[src/rtl/pic_cpu_pkg.sv]
// Shared types and constants for the CPU-side 8259 interrupt-acknowledge logic.
// Holds the sequencer state encoding, the 8080 CALL opcode and default pulse timing.
package pic_cpu_pkg;

  typedef enum logic [1:0] {
    IDLE  = 2'd0,
    PULSE = 2'd1,
    GAP   = 2'd2,
    HOLD  = 2'd3
  } state_t;

  localparam logic [7:0] OPCODE_CALL      = 8'hCD;
  localparam int         DEF_PULSE_CYCLES = 2;
  localparam int         DEF_GAP_CYCLES   = 2;

  function automatic int max2(input int a, input int b);
    return (a > b) ? a : b;
  endfunction

endpackage

[src/rtl/pic_sync2.sv]
// Two-flop synchronizer for a single asynchronous level; 2-cycle latency, no backpressure.
// Both stages reset to 0 so a pending INT is never seen straight out of reset.
module pic_sync2 (
  input  logic clk,
  input  logic rst_n,
  input  logic d,
  output logic q
);

  logic meta_q;
  logic sync_q;

  always_ff @(posedge clk or negedge rst_n) begin
    if (!rst_n) begin
      meta_q <= 1'b0;
      sync_q <= 1'b0;
    end else begin
      meta_q <= d;
      sync_q <= meta_q;
    end
  end

  assign q = sync_q;

endmodule

[src/rtl/pic_inta_sequencer.sv]
// INTA pulse-train master: 2 pulses (8086) or 3 (8080), captured bytes returned as vec_data.
// Vector valid 2 + n*PULSE + (n-1)*GAP clocks after INT; holds in HOLD until vec_ready.
module pic_inta_sequencer
  import pic_cpu_pkg::*;
#(
  parameter int PULSE_CYCLES = DEF_PULSE_CYCLES,
  parameter int GAP_CYCLES   = DEF_GAP_CYCLES
) (
  input  logic        clk,
  input  logic        rst_n,
  input  logic        enable,
  input  logic        mode_8086,
  input  logic        int_in,
  input  logic [7:0]  data_in,
  output logic        inta_n,
  output logic        busy,
  output logic        vec_valid,
  output logic [15:0] vec_data,
  output logic        vec_err,
  input  logic        vec_ready
);

  localparam int            CW         = $clog2(max2(PULSE_CYCLES, GAP_CYCLES) + 1);
  localparam logic [CW-1:0] PULSE_LAST = CW'(PULSE_CYCLES - 1);
  localparam logic [CW-1:0] GAP_LAST   = CW'(GAP_CYCLES - 1);

  logic int_sync;

  pic_sync2 u_int_sync (
    .clk   (clk),
    .rst_n (rst_n),
    .d     (int_in),
    .q     (int_sync)
  );

  state_t        state_q, state_d;
  logic [CW-1:0] cyc_cnt_q, cyc_cnt_d;
  logic [1:0]    pulse_idx_q, pulse_idx_d;
  logic          mode_q, mode_d;
  logic [7:0]    byte0_q, byte0_d;
  logic [7:0]    byte1_q, byte1_d;
  logic          inta_n_q, inta_n_d;
  logic          vec_valid_q, vec_valid_d;
  logic [15:0]   vec_data_q, vec_data_d;
  logic          vec_err_q, vec_err_d;
  logic          last_pulse;

  always_comb begin
    state_d     = state_q;
    cyc_cnt_d   = cyc_cnt_q;
    pulse_idx_d = pulse_idx_q;
    mode_d      = mode_q;
    byte0_d     = byte0_q;
    byte1_d     = byte1_q;
    vec_valid_d = vec_valid_q;
    vec_data_d  = vec_data_q;
    vec_err_d   = vec_err_q;
    last_pulse  = mode_q ? (pulse_idx_q == 2'd1) : (pulse_idx_q == 2'd2);

    case (state_q)
      IDLE: begin
        if (int_sync && enable) begin
          state_d     = PULSE;
          cyc_cnt_d   = '0;
          pulse_idx_d = 2'd0;
          mode_d      = mode_8086;
          byte0_d     = 8'h00;
          byte1_d     = 8'h00;
        end
      end
      PULSE: begin
        if (cyc_cnt_q == PULSE_LAST) begin
          cyc_cnt_d = '0;
          if (pulse_idx_q == 2'd0) byte0_d = data_in;
          if (pulse_idx_q == 2'd1) byte1_d = data_in;
          if (last_pulse) begin
            // The final byte is taken straight off the bus so the vector is ready on this edge.
            state_d     = HOLD;
            vec_valid_d = 1'b1;
            if (mode_q) begin
              vec_data_d = {8'h00, data_in};
              vec_err_d  = 1'b0;
            end else begin
              vec_data_d = {data_in, byte1_q};
              vec_err_d  = (byte0_q != OPCODE_CALL);
            end
          end else begin
            state_d     = GAP;
            pulse_idx_d = pulse_idx_q + 2'd1;
          end
        end else begin
          cyc_cnt_d = cyc_cnt_q + 1'b1;
        end
      end
      GAP: begin
        if (cyc_cnt_q == GAP_LAST) begin
          state_d   = PULSE;
          cyc_cnt_d = '0;
        end else begin
          cyc_cnt_d = cyc_cnt_q + 1'b1;
        end
      end
      HOLD: begin
        if (vec_ready) begin
          state_d     = IDLE;
          vec_valid_d = 1'b0;
        end
      end
      default: state_d = IDLE;
    endcase

    inta_n_d = (state_d != PULSE);
  end

  always_ff @(posedge clk or negedge rst_n) begin
    if (!rst_n) begin
      state_q     <= IDLE;
      cyc_cnt_q   <= '0;
      pulse_idx_q <= 2'd0;
      mode_q      <= 1'b0;
      byte0_q     <= 8'h00;
      byte1_q     <= 8'h00;
      inta_n_q    <= 1'b1;
      vec_valid_q <= 1'b0;
      vec_data_q  <= 16'h0000;
      vec_err_q   <= 1'b0;
    end else begin
      state_q     <= state_d;
      cyc_cnt_q   <= cyc_cnt_d;
      pulse_idx_q <= pulse_idx_d;
      mode_q      <= mode_d;
      byte0_q     <= byte0_d;
      byte1_q     <= byte1_d;
      inta_n_q    <= inta_n_d;
      vec_valid_q <= vec_valid_d;
      vec_data_q  <= vec_data_d;
      vec_err_q   <= vec_err_d;
    end
  end

  assign inta_n    = inta_n_q;
  assign busy      = (state_q != IDLE);
  assign vec_valid = vec_valid_q;
  assign vec_data  = vec_data_q;
  assign vec_err   = vec_err_q;

endmodule

[config.mk]
export PLATFORM = sky130hd
export DESIGN_NAME = pic_inta_sequencer
export DESIGN_NICKNAME = d
export VERILOG_FILES = /design/src/rtl/pic_cpu_pkg.sv /design/src/rtl/pic_sync2.sv /design/src/rtl/pic_inta_sequencer.sv
export SDC_FILE = /design/constraint.sdc
export NUM_CORES = 1
export LEC_CHECK = 0
export BUFFER_PORTS_ARGS = -buffer_cell sky130_fd_sc_hd__buf_4
export CORE_MARGIN = 5
export CORE_UTILIZATION = 40
export DETAILED_ROUTE_END_ITERATION = 6
export SYNTH_ARGS = -nofsm -noshare
export SYNTH_HDL_FRONTEND = slang
export SYNTH_HIERARCHICAL = 1
export SYNTH_SLANG_ARGS = --single-unit
[constraint.sdc]
create_clock -name clk -period 4.2 [get_ports clk]
set_clock_uncertainty 0.2 [all_clocks]
set_input_delay 1.26 -clock clk [delete_from_list [all_inputs] [get_ports clk]]
set_output_delay 1.26 -clock clk [all_outputs]
set_load 0.01 [all_outputs]
==> results of run 1 <==
==> cells in the mapped netlist, types with 2 or more instances <==
cell type | n | area, sq um
nand3_1 | 2 | 10.01
nor2_1 | 3 | 11.26
a221o_1 | 16 | 160.2
o21ai_0 | 19 | 95.09
a41oi_1 | 2 | 17.52
buf_4 | 2 | 15.01
clkbuf_1 | 2 | 7.510
and3_1 | 16 | 100.1
ha_1 | 8 | 100.1
nand2b_1 | 10 | 62.56
buf_2 | 4 | 20.02
a31oi_1 | 3 | 18.77
inv_1 | 6 | 22.52
dfrtp_1 | 43 | 1076
nand2_1 | 28 | 105.1
mux2i_1 | 9 | 90.09
mux2_2 | 2 | 22.52
a21o_1 | 2 | 15.01
==> registers in the layout (all words and copies together) (netlist names) <==
| register | flops |
|---|---|
| byte0_q | 8 |
| u_int_sync/q | 1 |
| pulse_idx_q | 2 |
| state_q | 2 |
| inta_n | 1 |
| cyc_cnt_q | 2 |
| vec_data | 16 |
| mode_q | 1 |
| byte1_q | 8 |
| vec_err | 1 |
| vec_valid | 1 |
| u_int_sync/meta_q | 1 |
==> logic make-up after synthesis <==
kind of cell    after synthesis  synth area share [%]
buf+inv                      15                 3.300
flops                        44                 51.92
simple gates                 66                 16.44
mux                          11                 5.304
compound gates               51                 18.33
fa+ha+maj                     8                 4.714
==> layer usage <==
metal / vias to the layer above / track usage, % / share of wire [%]
met3: 2 / 3.762 / 5.2
li1: 769 / - / -
met5: - / 0 / 0
met4: 0 / 2.675 / 0.51
met2: 36 / 21.28 / 45
met1: 745 / 18.51 / 49
==> worst min path at each step <==
stage,cells after the start,slack [ns],from,end
2_1_floorplan,0,0.13,u_int_sync/meta_q,u_int_sync/q
3_3_place_gp,0,0.13,u_int_sync/meta_q,u_int_sync/q
3_5_place_dp,0,0.14,u_int_sync/meta_q,u_int_sync/q
4_1_cts,0,0.16,u_int_sync/meta_q,u_int_sync/q
5_1_grt,0,0.18,u_int_sync/meta_q,u_int_sync/q
6_report,0,0.15,u_int_sync/meta_q,u_int_sync/q
==> critical path: stages (launching register included) <==
cell and delay, ns:
dfrtp_1 0.44, inv_1 0.12, ha_1 0.33, inv_1 0.17, buf_4 0.18
==> power breakdown <==
group / internal [W] / total (W) / leakage, nW / switching [W]
Clock: 0.000195 / 0.000341 / 0.0614 / 0.000146
Combinational: 0.000415 / 0.000826 / 0.658 / 0.000411
Sequential: 0.000609 / 0.000756 / 0.542 / 0.000147
==> stage by stage <==
stage / power, W / util, % / worst slack, ns / hold WS [ns]
3_5_place_dp: 0.001600 / 46.91 / 1.243 / 0.1418
5_1_grt: 0.002083 / 49.27 / 0.9631 / 0.1825
6_report: 0.001923 / 49.27 / 1.214 / 0.1549
4_1_cts: 0.001948 / 49.27 / 1.216 / 0.1614
2_1_floorplan: 0.001307 / - / 1.805 / 0.1312
3_3_place_gp: 0.001585 / 46.91 / 1.345 / 0.1342
==> layout make-up <==
type	count	area share (%)
clock buffer	6	3.261
clock inverter	2	1.532
inverter	6	0.8893
tap	70	3.458
timing repair buffer	33	9.783
sequential	44	43.53
multi-input combinational	136	37.55
==> metrics.txt, run 1 <==
1st-iter DRT viols=approximately 100; Seq/Total Area, Yosys=51.92%; initial antenna violation count=0; status=completed; largest net degree at the start of global routing=between 40 and 50; CTS Hold Bufs=0; via-per-instance ratio=between 5 and 6; Finished Layout Cells=297; Sink Count=44; wire per inst=15.12 microns; number of global-route vias before repair=1,529; commonest non-fill, non-tap cells in the layout=dfrtp_1 (43), buf_4 (33), nand2_1 (28); Worst VDD drop=between 300 and 400 uV; Post-Syn Area=about 2100 sq um; DR pass1 iterations=5; Worst R2R Setup Slack=1.28 ns; Startpoint Class=register; Final Instance Area=2532 sq um; H-tree lvl count=2; setup_tns=0 ns; power per cell area=~760 nW/um^2; Layout Nets=248; FMAX=334.9 MHz; CTS tree=done; Setup CP Type=register to output pin; RR Endpoint=vec_err; aggregate global routing overflow=0; Post-synth EDFFs=0; # DRC=0; # Max-Cap Violations=0; # port buffers=33; Clk Latency, worst-skew pair=around 0.29 ns; Starting Density=41.31%; antenna diode count=0; top_reg_cell synth=dfrtp_1; I/O pins=34; Via Count=around 1,600; first-pass GRT wire length=7631 microns; Die Area=~6900 sq um; arrival time at the worst endpoint=1.53 ns; Post-Place Cells=289; crit path from=state_q[0]; Seq cells post-synth=44; Row Count=26; crit path capture=busy; Worst-path clk slew=0.08 ns; final period utilization=71.08%; share of cells above drive strength 1=between 20% and 30%; Hold Violations, Final=0; worst hold path type=register to register; Post-DRT Antenna Nets=0; Distinct cells, synth=36; mean area per synthesized cell=approximately 11 sq um; net count after synthesis=around 220; Max-slew headroom=between 30% and 40%; Post-CTS Setup Inserts=0; post-route minimum period=approximately 3 ns; Fill cells=486; element type at the critical path end=output pin; asr flop ratio synth=100.0%; Die Y=82.86 microns; die width=82.86 microns; RSZ-0062 raised after global routing=false; Synth Warn #=6; Slew Viols, Final=0; All-Layer GR Usage=13.44%; Layout area overhead=19.27%; PostCTS Resize Cnt=0; DP Area=2411 sq um; RR Startpoint=state_q[1]; Leakage=1.261 nW; Root Buffer Master=clkbuf_8; commonest non-fill, non-tap cell in the layout=dfrtp_1; Worst Path Required=2.74 ns; FF-to-FF path depth=5; Mapped Cells=195; multi-input logic area=950.9 sq um; Clock Tree Buf Depth=2; total wire length=approximately 4500 microns; worst slew pin tran=0.9618 ns; Final Wtd Congestion=0.8418; CP Max Fanout=9; Post-DP HPWL=3123 microns; Inserted Clock Buffers=5; final setup fails=0; Core Region=5140 sq um; Register Area=1102 sq um
Note: power is estimated with default switching activity, not from simulation.
==> inputs of run 2 (changes only) <==
==> constraint.sdc (replaced) <==
create_clock -name clk -period 2.99 [get_ports clk]
set_clock_uncertainty 0.2 [all_clocks]
set_input_delay 0.897 -clock clk [delete_from_list [all_inputs] [get_ports clk]]
set_output_delay 0.897 -clock clk [all_outputs]
set_load 0.01 [all_outputs]
==> run 2 against run 1 <==
Net effect:
- wire length rose by 0.96%
- combinational power rose by 43%
- via count fell by 0.77%
- clock-buffer cell count did not move
- final cell count rose by 1.0%
- die area did not move
- register-to-register slack got worse by 0.67 ns
- cell area rose by 0.35%
- non-clock buffer count rose by 3
- critical path type unchanged
==> metrics.txt, run 2 (synthesis gave the netlist of run 1 again) <==
CP max stage cell=dfrtp_1; Max-slew headroom=50.74%; crit path capture=busy; element type at the critical path end=output pin; Finished Layout Cells=300; antenna diode count=0; RSZ-0062 raised after global routing=false; Worst VDD drop=~550 uV; I/O pins=34; die width=82.86 microns; Die Area=approximately 6900 sq um; Startpoint Class=register; number of global-route vias before repair=1,572; largest incremental delay on the critical path=0.43 ns; largest net degree at the start of global routing=45; Clock Tree Buf Depth=2; FMAX=385.3 MHz; CTS Hold Bufs=0; Post-DRT Antenna Nets=0; cell breakdown of the critical path=inv_1, ha_1, inv_1, buf_4; via-per-instance ratio=5.133; crit path from=state_q[0]; Root Buffer Master=clkbuf_8; Setup CP Type=register to output pin; Worst Path Required=1.89 ns; Starting Density=41.31%; Post-Place Cells=292; dpl ws=0.6225 ns; final hold slack=0.1572 ns; Hold Violations, Final=0; PostCTS Resize Cnt=0; # Max-Cap Violations=0; Slew Viols, Final=0; arrival time at the worst endpoint=1.50 ns; Row Count=26; Final Wtd Congestion=0.8197; share of cells above drive strength 1=22.17%; FF-to-FF path depth=6; # port buffers=33; initial antenna violation count=0; Post-DP HPWL=3157 microns; Largest register FFs=16; commonest non-fill, non-tap cell in the layout=dfrtp_1; post-route minimum period=2.595 ns; Register Area=1102 sq um; RR Endpoint=byte0_q[6]; status=completed; Top cell by count, worst path=inv_1; setup slack of the critical path after layout=a little under 0.4 ns; wire per inst=15.12 microns; first-pass GRT wire length=7728 microns; Core Region=5140 sq um; Die Y=82.86 microns; final period utilization=86.79%; multi-input logic area=950.9 sq um; Worst-path clk slew=0.08 ns; Layout Nets=251; final setup fails=0; All-Layer GR Usage=13.89%; Inserted Clock Buffers=5; commonest non-fill, non-tap cells in the layout=dfrtp_1 (43), buf_4 (36), nand2_1 (28); CP Max Fanout=9; power per cell area=1057 nW/um^2; Layout area overhead=19.68%; worst slew pin tran=0.7389 ns; H-tree lvl count=2; RR Startpoint=state_q[1]; setup_tns=0 ns; Post-CTS Setup Inserts=0; Clk Latency, worst-skew pair=0.29 ns; total wire length=approximately 4500 microns; aggregate global routing overflow=0; worst hold path type=register to register; Via Count=1,540; Worst R2R Setup Slack=0.61 ns; # DRC=0; DR pass1 iterations=4; Sink Count=44; 1st-iter DRT viols=97; Leakage=about 1.3 nW; Fill cells=495; CTS tree=done
## run 2: report_power, final
part | leakage [nW] | internal, W | total (W) | switching (W)
combinational | 0.672 | 0.000603 | 0.00118 | 0.000579
clock | 0.0552 | 0.000248 | 0.000444 | 0.000196
sequential | 0.542 | 0.000855 | 0.00106 | 0.000207
total | 1.27 | 0.00171 | 0.00269 | 0.000982
## run 2: area by class of cell
cell class / instances / area share, %
Clock inverter: 2 / 1.379
Tap cell: 70 / 3.447
Sequential cell: 44 / 43.38
Multi-Input combinational cell: 136 / 37.42
Timing Repair Buffer: 36 / 10.64
Inverter: 6 / 0.8863
Clock buffer: 6 / 2.856
## run 2: worst min-delay path by stage
stage	from	end	slack [ns]	cells past startpoint
2_1_floorplan	u_int_sync/meta_q	u_int_sync/q	0.13	0
3_3_place_gp	u_int_sync/meta_q	u_int_sync/q	0.13	0
3_5_place_dp	u_int_sync/meta_q	u_int_sync/q	0.14	0
4_1_cts	u_int_sync/meta_q	u_int_sync/q	0.16	0
5_1_grt	u_int_sync/meta_q	u_int_sync/q	0.17	0
6_report	u_int_sync/meta_q	u_int_sync/q	0.16	0
## run 2: metal layers
metal  track usage (%)  vias to the layer above  share of wire, %
li1                  -                      781                 -
met1             17.65                      715                46
met2             22.89                       38                47
met3             4.158                        6               6.4
met4             4.012                        0               1.3
met5                 0                        -                 0
## run 2: critical path, delay by kind of cell, from the launching register on
family,cells,cell delay (ns)
DFF,1,0.43
adders and majority gates,1,0.31
buffers and inverters,3,0.45
## run 2: per-stage QoR
stage / instance area (sq um) / power (W) / util [%]
after detailed placement: 2434 / 0.002273 / 47.35
after global routing: 2541 / 0.002913 / 49.44
after floorplan: 2123 / 0.001836 / -
final: 2541 / 0.002687 / 49.44
after global placement: 2434 / 0.002246 / 47.35
after CTS: 2541 / 0.002722 / 49.44
